**config.mk**
```make
export PLATFORM = sky130hd
export DESIGN_NAME = pulse_period_meter
export DESIGN_NICKNAME = d
export VERILOG_FILES = /design/src/rtl/pulse_period_meter.sv
export SDC_FILE = /design/constraint.sdc
export NUM_CORES = 1
export LEC_CHECK = 0
export CAP_MARGIN = 20
export CORE_UTILIZATION = 45
export CTS_CLUSTER_DIAMETER = 120
export DETAILED_ROUTE_END_ITERATION = 16
export GPL_ROUTABILITY_DRIVEN = 0
export PLACE_DENSITY = 0.69
export REMOVE_ABC_BUFFERS = 1
export SYNTH_ARGS = -nofsm -noshare
export SYNTH_HDL_FRONTEND = slang
export SYNTH_SLANG_ARGS = --single-unit
```
**constraint.sdc**
```tcl
create_clock -name clk -period 1.65 [get_ports clk]
set_input_delay 0.495 -clock clk [delete_from_list [all_inputs] [get_ports clk]]
set_output_delay 0.495 -clock clk [all_outputs]
set_load 0.02 [all_outputs]
```
**src/rtl/pulse_period_meter.sv**
```systemverilog
// ---------------------------------------------------------------------------
// pulse_period_meter
//
// Measures the distance, in enabled clk cycles, between successive events on
// pulse_in. An event is any clk cycle in which both pulse_in and ena are high.
// When an event ends an interval, the interval's length is published on
// `period` and announced by a one-cycle `valid` strobe in the following cycle.
// Intervals longer than 2^N-1 cycles saturate. The block then raises
// `overflow` and drops that interval without reporting it. `locked` reports
// that the two most recent measurements were equal.
//
// Ports
//   clk       in   1   rising-edge clock for all state
//   rst_n     in   1   asynchronous, active-low reset
//   ena       in   1   measurement enable; when low, all state holds
//   pulse_in  in   1   event input, qualified by ena
//   period    out  N   last successfully measured event-to-event distance
//   valid     out  1   one-cycle strobe marking a new period value
//   overflow  out  1   high while the current interval exceeds 2^N-1 cycles
//   locked    out  1   high while the last two valid measurements were equal
// ---------------------------------------------------------------------------
module pulse_period_meter #(
    parameter int N = 8
) (
    input  logic         clk,
    input  logic         rst_n,
    input  logic         ena,
    input  logic         pulse_in,
    output logic [N-1:0] period,
    output logic         valid,
    output logic         overflow,
    output logic         locked
);

    typedef enum logic [1:0] {
        IDLE    = 2'd0,
        MEASURE = 2'd1,
        OVF     = 2'd2
    } state_t;

    localparam logic [N-1:0] CountMax = '1;
    localparam logic [N-1:0] CountOne = {{(N-1){1'b0}}, 1'b1};

    state_t         state_q,     state_d;
    logic [N-1:0]   count_q,     count_d;
    logic [N-1:0]   period_q,    period_d;
    logic [N-1:0]   prev_q,      prev_d;
    logic           prevValid_q, prevValid_d;
    logic           valid_q,     valid_d;
    logic           overflow_q,  overflow_d;
    logic           locked_q,    locked_d;

    // State register. Every output comes straight from a flop here, so no
    // output depends combinationally on pulse_in or ena.
    always_ff @(posedge clk or negedge rst_n) begin
        if (!rst_n) begin
            state_q     <= IDLE;
            count_q     <= '0;
            period_q    <= '0;
            prev_q      <= '0;
            prevValid_q <= 1'b0;
            valid_q     <= 1'b0;
            overflow_q  <= 1'b0;
            locked_q    <= 1'b0;
        end else begin
            state_q     <= state_d;
            count_q     <= count_d;
            period_q    <= period_d;
            prev_q      <= prev_d;
            prevValid_q <= prevValid_d;
            valid_q     <= valid_d;
            overflow_q  <= overflow_d;
            locked_q    <= locked_d;
        end
    end

    // Next-state logic. Everything holds by default and valid defaults low,
    // so a cycle with ena low freezes the measurement and emits no strobe.
    // The count starts at 1 in the cycle after an event. When the next event
    // arrives, count therefore equals t1-t0, with cycles frozen by ena
    // excluded.
    always_comb begin
        state_d     = state_q;
        count_d     = count_q;
        period_d    = period_q;
        prev_d      = prev_q;
        prevValid_d = prevValid_q;
        valid_d     = 1'b0;
        overflow_d  = overflow_q;
        locked_d    = locked_q;

        if (ena) begin
            case (state_q)
                IDLE: begin
                    if (pulse_in) begin
                        state_d = MEASURE;
                        count_d = CountOne;
                    end
                end

                MEASURE: begin
                    if (pulse_in) begin
                        // Close the interval. locked needs a previous
                        // measurement that is still trustworthy, meaning
                        // there has been no overflow since it was taken.
                        period_d    = count_q;
                        valid_d     = 1'b1;
                        count_d     = CountOne;
                        prev_d      = count_q;
                        prevValid_d = 1'b1;
                        locked_d    = prevValid_q && (count_q == prev_q);
                    end else if (count_q == CountMax) begin
                        // Reaching CountMax is legal because an event here
                        // reports 2^N-1. One more empty cycle saturates.
                        state_d     = OVF;
                        overflow_d  = 1'b1;
                        locked_d    = 1'b0;
                        prev_d      = '0;
                        prevValid_d = 1'b0;
                    end else begin
                        count_d = count_q + CountOne;
                    end
                end

                OVF: begin
                    // The saturated interval is discarded. The event only
                    // starts a fresh one.
                    if (pulse_in) begin
                        state_d    = MEASURE;
                        count_d    = CountOne;
                        overflow_d = 1'b0;
                    end
                end

                default: begin
                    state_d     = IDLE;
                    count_d     = '0;
                    overflow_d  = 1'b0;
                    locked_d    = 1'b0;
                    prevValid_d = 1'b0;
                end
            endcase
        end
    end

    assign period   = period_q;
    assign valid    = valid_q;
    assign overflow = overflow_q;
    assign locked   = locked_q;

endmodule

```
==> run_results.csv, run 1 <==
group,metric,value,unit
logic_synthesis,synth_edf_count,0,
floorplanning,core,3100,sq um
timing,max_freq,638,MHz
global_routing,grt_pass1_vias,1183,
critical_path,crit_family,"simple AND/OR/NAND/NOR gates",
critical_path,reg2reg_to,"count_q[4]$_DFFE_PN0P_",
clock_tree,cts_setup_buffers,0,
pwr,power_frac_comb,0.252,
hold_path,worst_hold_path_type,"reg2reg",
pwr,clkPwrFrac,0.298,
floorplanning,die_w,59.5,um
drt,viasPerCell,5.71,
layout,diodes,0,
pwr,p_seq_frac,0.450,
critical_path,path_buf_inv,0,
logic_synthesis,avgSynthCellArea,11.2,sq um
layout,area_delta_synth_final,27.3,%
hold_path,holdPathStages,1,
timing,finalHoldViolations,0,
drt,drcViolationCount,0,
clock_tree,cts_max_level,2,
critical_path,ff2ff_setup_slack,80,ps
layout,drive_above_1_share,0.269,
logic_synthesis,syn_area,1490,sq um
timing,maxSlewViolCount,0,
pwr,p_per_area,1050,nW/um^2
logic_synthesis,synth_seq_cells,30,
outcome,outcome,"finished, final reports clean",
hold_path,min_from,"locked$_DFFE_PN0P_",
timing,relSlewSlack,0.777,
critical_path,path_class,"reg2reg",
logic_synthesis,yosysUniqueCellTypes,41,
timing,whs,491,ps
critical_path,r2r-start,"count_q[0]$_DFFE_PN0P_",
timing,fin_crit_sh,0.950,
drt,final_antenna_net_count,0,
floorplanning,die_area,3540,sq um
logic_synthesis,async_flop_share,1.00,
drt,drt_first_iter_violations,59,
hold_path,min_to,"locked$_DFFE_PN0P_",
layout,nFillCells,275,
clock_tree,cts_tree,"yes",
drt,drtPass1Iterations,4,
floorplanning,initial_utilization,0.479,
critical_path,endpoint_kind,"flop",
timing,worst_pin_slew,332,ps
floorplanning,die_h,59.5,um
drt,wirelength,3030,um
critical_path,cp_cell_sequence,"ha_1 > nand3_1 > nor2_4 > or4_1 > nand3_1",
drt,vias,1205,
timing,fin_crit,1570,ps
critical_path,arrival,1820,ps
clock_tree,worstSkewPairLatency,320,ps
clock_tree,path_clk_slew,90,ps
pwr,switching_share,0.284,
placement,place_hpwl,2160,um
clock_tree,numCtsBuffers,5,
placement,post-place-cells,204,
global_routing,antenna_found_initial,0,
critical_path,crit_slowest_cell,"or4_1",
flow_run,maxCapViolCount,0,
global_routing,grt_util_all_layers,0.208,
logic_synthesis,ys_top_cells_by_area,"dfrtp_1 51%, a22o_1 5.3%, mux2_2 5.3%",
clock_tree,cts_root_buf,"clkbuf_4",
critical_path,worst_path_most_repeated_cell,"nand3_1",
pwr,power_switching,0.565,mW
pwr,leakage,0.892,nW
critical_path,path_max_fanout,10,
logic_synthesis,ys_top_cells_by_count,"30 x dfrtp_1, 11 x nand2_1, 9 x a22o_1",
critical_path,crit_path_start_kind,"flop",
logic_synthesis,yosysMostFrequentCell,"dfrtp_1",
logic_synthesis,synth_top_cell_by_area,"dfrtp_1",
placement,io_buffer_count,14,
layout,final_cells,211,
clock_tree,clock-sinks,30,
floorplanning,row_count,20,
layout,nets,172,
logic_synthesis,ys.flop_type,"dfrtp_1",
global_routing,grt_pass1_wl,5340,um
global_routing,gr-total-overflow,0,
drt,wire_per_inst,14.4,um
timing,setup_viol,0,
logic_synthesis,synth_top_area_frac,0.505,
clock_tree,clk_path_buf_depth,2,
logic_synthesis,synth_warnings,0,
critical_path,reg2regPathDepth,5,
floorplanning,io_pins,15,
pwr,irDropWorstVdd,0.585,mV
pwr,internal-power,1.43,mW
global_routing,grt_start_max_net_pins,31,
critical_path,crit_required,1910,ps
critical_path,critPathMaxStageDelay,530,ps
timing,rsz0062_at_grt,"false",
timing,fin_skew,2.28,ps
logic_synthesis,synthCells,133,
logic_synthesis,synth.yosys.seq_area_share,0.505,
routing by layer:
metal,GRT usage,wire length [um],vias up
met4,0.0850,57,0
met2,0.323,1470,44
met1,0.257,1310,598
li1,-,-,554
met5,0,0,-
met3,0.0830,194,9
metrics by stage:
stage | setup TNS, ps | instance area [sq um] | worst slack (ps) | utilization | power (mW)
floorplan | 0 | 1410 | 32.9 | - | 1.18
global placement | -6250 | 1810 | -306 | 0.583 | 1.43
detailed placement | -7790 | 1810 | -382 | 0.583 | 1.45
CTS | 0 | 1880 | 86.1 | 0.605 | 2.01
global route | 0 | 1890 | 18.6 | 0.610 | 2.11
finish | 0 | 1890 | 82.2 | 0.610 | 1.99
cell type report:
type                    instances  area, sq um  area share
clock buffers                   6         51.3      0.0271
clock inverters                 1         30.0      0.0159
inverters                       2         7.51     0.00397
multi-input cells              90          668       0.353
flip-flops and latches         30          751       0.397
well taps                      44         55.1      0.0291
repair buffers                 38          329       0.174
cell usage in the layout (no fill, tap or decap), drive strengths merged, types with 3 or more instances in the layout:
| cell | n |
|---|---|
| a21oi | 5 |
| dfrtp | 30 |
| nand2 | 12 |
| mux2 | 8 |
| xnor2 | 8 |
| or4 | 3 |
| a22o | 9 |
| buf | 24 |
| o21ai | 7 |
| nor3 | 3 |
| clkbuf | 6 |
| nand3 | 7 |
| nand4 | 4 |
| o211ai | 3 |
| dlygate4sd2 | 13 |
| nor2 | 3 |
flip-flops by register name, indices dropped and copies added, names as in the netlist:
signal	flops
overflow	1
locked	1
count_q	8
prev_q	8
valid	1
prevValid_q	1
period	8
state_q	2
worst max path at each step:
stage | start | to | slack [ps] | cells after the start
4_1_cts | count_q[0]$_DFFE_PN0P_ | prev_q[3]$_DFFE_PN0P_ | 90 | 5
2_1_floorplan | state_q[0]$_DFFE_PN0P_ | period[0]$_DFFE_PN0P_ | 30 | 3
3_3_place_gp | pulse_in | count_q[4]$_DFFE_PN0P_ | -310 | 5
3_5_place_dp | pulse_in | count_q[4]$_DFFE_PN0P_ | -380 | 5
6_report | count_q[0]$_DFFE_PN0P_ | count_q[4]$_DFFE_PN0P_ | 80 | 5
5_1_grt | count_q[0]$_DFFE_PN0P_ | count_q[0]$_DFFE_PN0P_ | 20 | 5
power groups by stage:
stage          clock [mW]  combinational, mW  sequential [mW]
2_1_floorplan           0              0.194            0.988
3_3_place_gp            0              0.526            0.907
3_5_place_dp            0              0.534            0.912
4_1_cts             0.610              0.504            0.896
5_1_grt             0.659              0.542            0.908
6_report            0.594              0.502            0.896
cells by family after synthesis:
logic type	after synthesis	share of synthesized area
AOI/OAI and AO/OA	36	0.176
xor gates and xnor gates	8	0.0471
adders and majority gates	1	0.00842
buffers and inverters	13	0.0581
DFF	30	0.505
muxes	8	0.0631
and+or+nand+nor	37	0.142
repair_timing:
item	4_1_cts	5_1_grt
gates cloned	0	0
endpoints found under the hold margin	0	0
setup endpoints to repair	16	8
hold buffers	0	0
resized for setup	14	2
Power figures use the tool's default switching activity.
==> run 2, diff against run 1 <==
Settings changed: REMOVE_ABC_BUFFERS 1 to unset.
==> run_results.csv, run 2 (synthesized netlist as in run 1, its figures left out) <==
group,metric,value,unit
drt,drt_first_iter_violations,42,
timing,finalHoldViolations,0,
critical_path,arrival,1860,ps
critical_path,cp.depth,5,
floorplanning,io_pins,15,
critical_path,path_buf_inv,1,
critical_path,crit_family,"simple AND/OR/NAND/NOR gates",
layout,final_cell_mix,"30 x dfrtp_1, 25 x buf_4, 11 x nand2_1, 11 x dlygate4sd2_1, 9 x a22o_1",
placement,io_buffer_count,14,
layout,regArea,751,sq um
placement,post-place-cells,206,
hold_path,worst_hold_path_type,"reg2reg",
drt,final_antenna_net_count,0,
drt,drcViolationCount,0,
drt,viasPerCell,5.56,
global_routing,gr-total-overflow,0,
drt,wirelength,3320,um
clock_tree,path_clk_slew,90,ps
critical_path,cp_cell_sequence,"clkdlybuf4s50_1 > o21a_1 > nand2_2 > or4_1 > nand3_1",
critical_path,critPathMaxStageDelay,540,ps
pwr,p_seq_frac,0.501,
critical_path,crit_required,1920,ps
layout,layout_commonest_cell,"dfrtp_1",
critical_path,path_max_fanout,4,
clock_tree,cts_tree,"yes",
clock_tree,worstSkewPairLatency,330,ps
floorplanning,die_area,3540,sq um
layout,drive_above_1_share,0.282,
global_routing,grt_pass1_wl,5380,um
clock_tree,cts_root_buf,"clkbuf_4",
logic_synthesis,synth_nets,138,
pwr,leakage,0.891,nW
critical_path,path_class,"in2reg",
critical_path,reg2regPathDepth,6,
layout,area_delta_synth_final,25.6,%
pwr,internal-power,1.23,mW
drt,vias,1190,
timing,fin_skew,2.80,ps
drt,wire_per_inst,15.5,um
pwr,irDropWorstVdd,0.478,mV
clock_tree,clock-sinks,30,
layout,final_cells,214,
clock_tree,clk_path_buf_depth,2,
layout,multi_input_area,649,sq um
drt,drtPass1Iterations,5,
pwr,power_switching,0.572,mW
pwr,power_frac_comb,0.275,
timing,rsz0062_at_grt,"false",
timing,relSlewSlack,0.773,
clock_tree,cts_max_level,2,
critical_path,crit_path_start_kind,"input pin",
layout,diodes,0,
clock_tree,cts_hold_buf,0,
critical_path,r2r-start,"count_q[0]$_DFFE_PN0P_",
placement,place_hpwl,2420,um
floorplanning,die_h,59.5,um
global_routing,grt_pass1_vias,1169,
hold_path,min_from,"locked$_DFFE_PN0P_",
timing,max_freq,630,MHz
global_routing,antenna_found_initial,0,
placement,placed_cell_area,1820,sq um
flow_run,maxCapViolCount,0,
global_routing,grt_util_all_layers,0.214,
critical_path,cp-startpoint,"ena",
timing,whs,484,ps
pwr,clkPwrFrac,0.224,
pwr,switching_share,0.318,
global_routing,grt_start_max_net_pins,31,
hold_path,holdPathStages,1,
timing,fin_tns_setup,0,ps
floorplanning,core,3100,sq um
pwr,p_total,1.80,mW
clock_tree,numCtsBuffers,5,
layout,nets,175,
critical_path,crit_slowest_cell,"clkdlybuf4s50_1",
timing,worst_pin_slew,338,ps
layout,nFillCells,293,
timing,maxSlewViolCount,0,
outcome,outcome,"finished, final reports clean",
timing,setup_viol,0,
timing,fin_crit,1590,ps
floorplanning,row_count,20,
layout,design_area,1870,sq um
floorplanning,die_w,59.5,um
timing,fin_crit_sh,0.963,
floorplanning,initial_utilization,0.479,
critical_path,endpoint_kind,"flop",
pwr,p_per_area,962,nW/um^2
## run 2: final timing paths
path / end / slack (ps)
max in group asynchronous: period[1]$_DFFE_PN0P_ / 970
min in group asynchronous: count_q[5]$_DFFE_PN0P_ / 510
hold / removal: locked$_DFFE_PN0P_ / 480
setup / recovery: count_q[4]$_DFFE_PN0P_ / 60
hold reg to reg: locked$_DFFE_PN0P_ / 480
setup reg to reg: count_q[4]$_DFFE_PN0P_ / 70
## run 2: metal layers
metal  part of all wire  vias up  global-route usage
li1                   -      566                   -
met2               0.50       29               0.347
met3              0.037        8              0.0524
met5                  0        -                   0
met1               0.44      587               0.259
met4              0.018        0               0.119
## run 2: cell type report
| cell class | instances | area share |
|---|---|---|
| clock buffers | 5 | 0.0201 |
| clock inverters | 2 | 0.00536 |
| inverters | 2 | 0.00402 |
| multi-input cells | 90 | 0.348 |
| flip-flops and latches | 30 | 0.402 |
| well taps | 44 | 0.0295 |
| repair buffers | 41 | 0.191 |
## run 2: power by group through the flow
stage	clock network, mW	registers [mW]	logic [mW]
2_1_floorplan	0	0.953	0.268
3_3_place_gp	0	0.913	0.517
5_1_grt	0.451	0.913	0.536
4_1_cts	0.418	0.902	0.496
3_5_place_dp	0	0.919	0.526
6_report	0.402	0.901	0.494
## run 2: stage by stage
stage	setup WS (ps)	util
global route	9.02	0.602
detailed placement	-310	0.588
floorplan	147	-
finish	61.7	0.602
CTS	33.6	0.598
global placement	-267	0.588
## run 2: repair_timing
item                                    CTS  global route
pin swaps                                 0             1
resized for setup                        11             2
setup buffers                             0             1
endpoints found under the setup margin   11             3
## run 2: worst reg2reg max path, cell delays in order (launching register included)
cell     delay, ps
dfrtp_1        390
ha_1           210
nand3_1        120
nor2_2          70
buf_4          150
or4_1          500
nand3_1         80
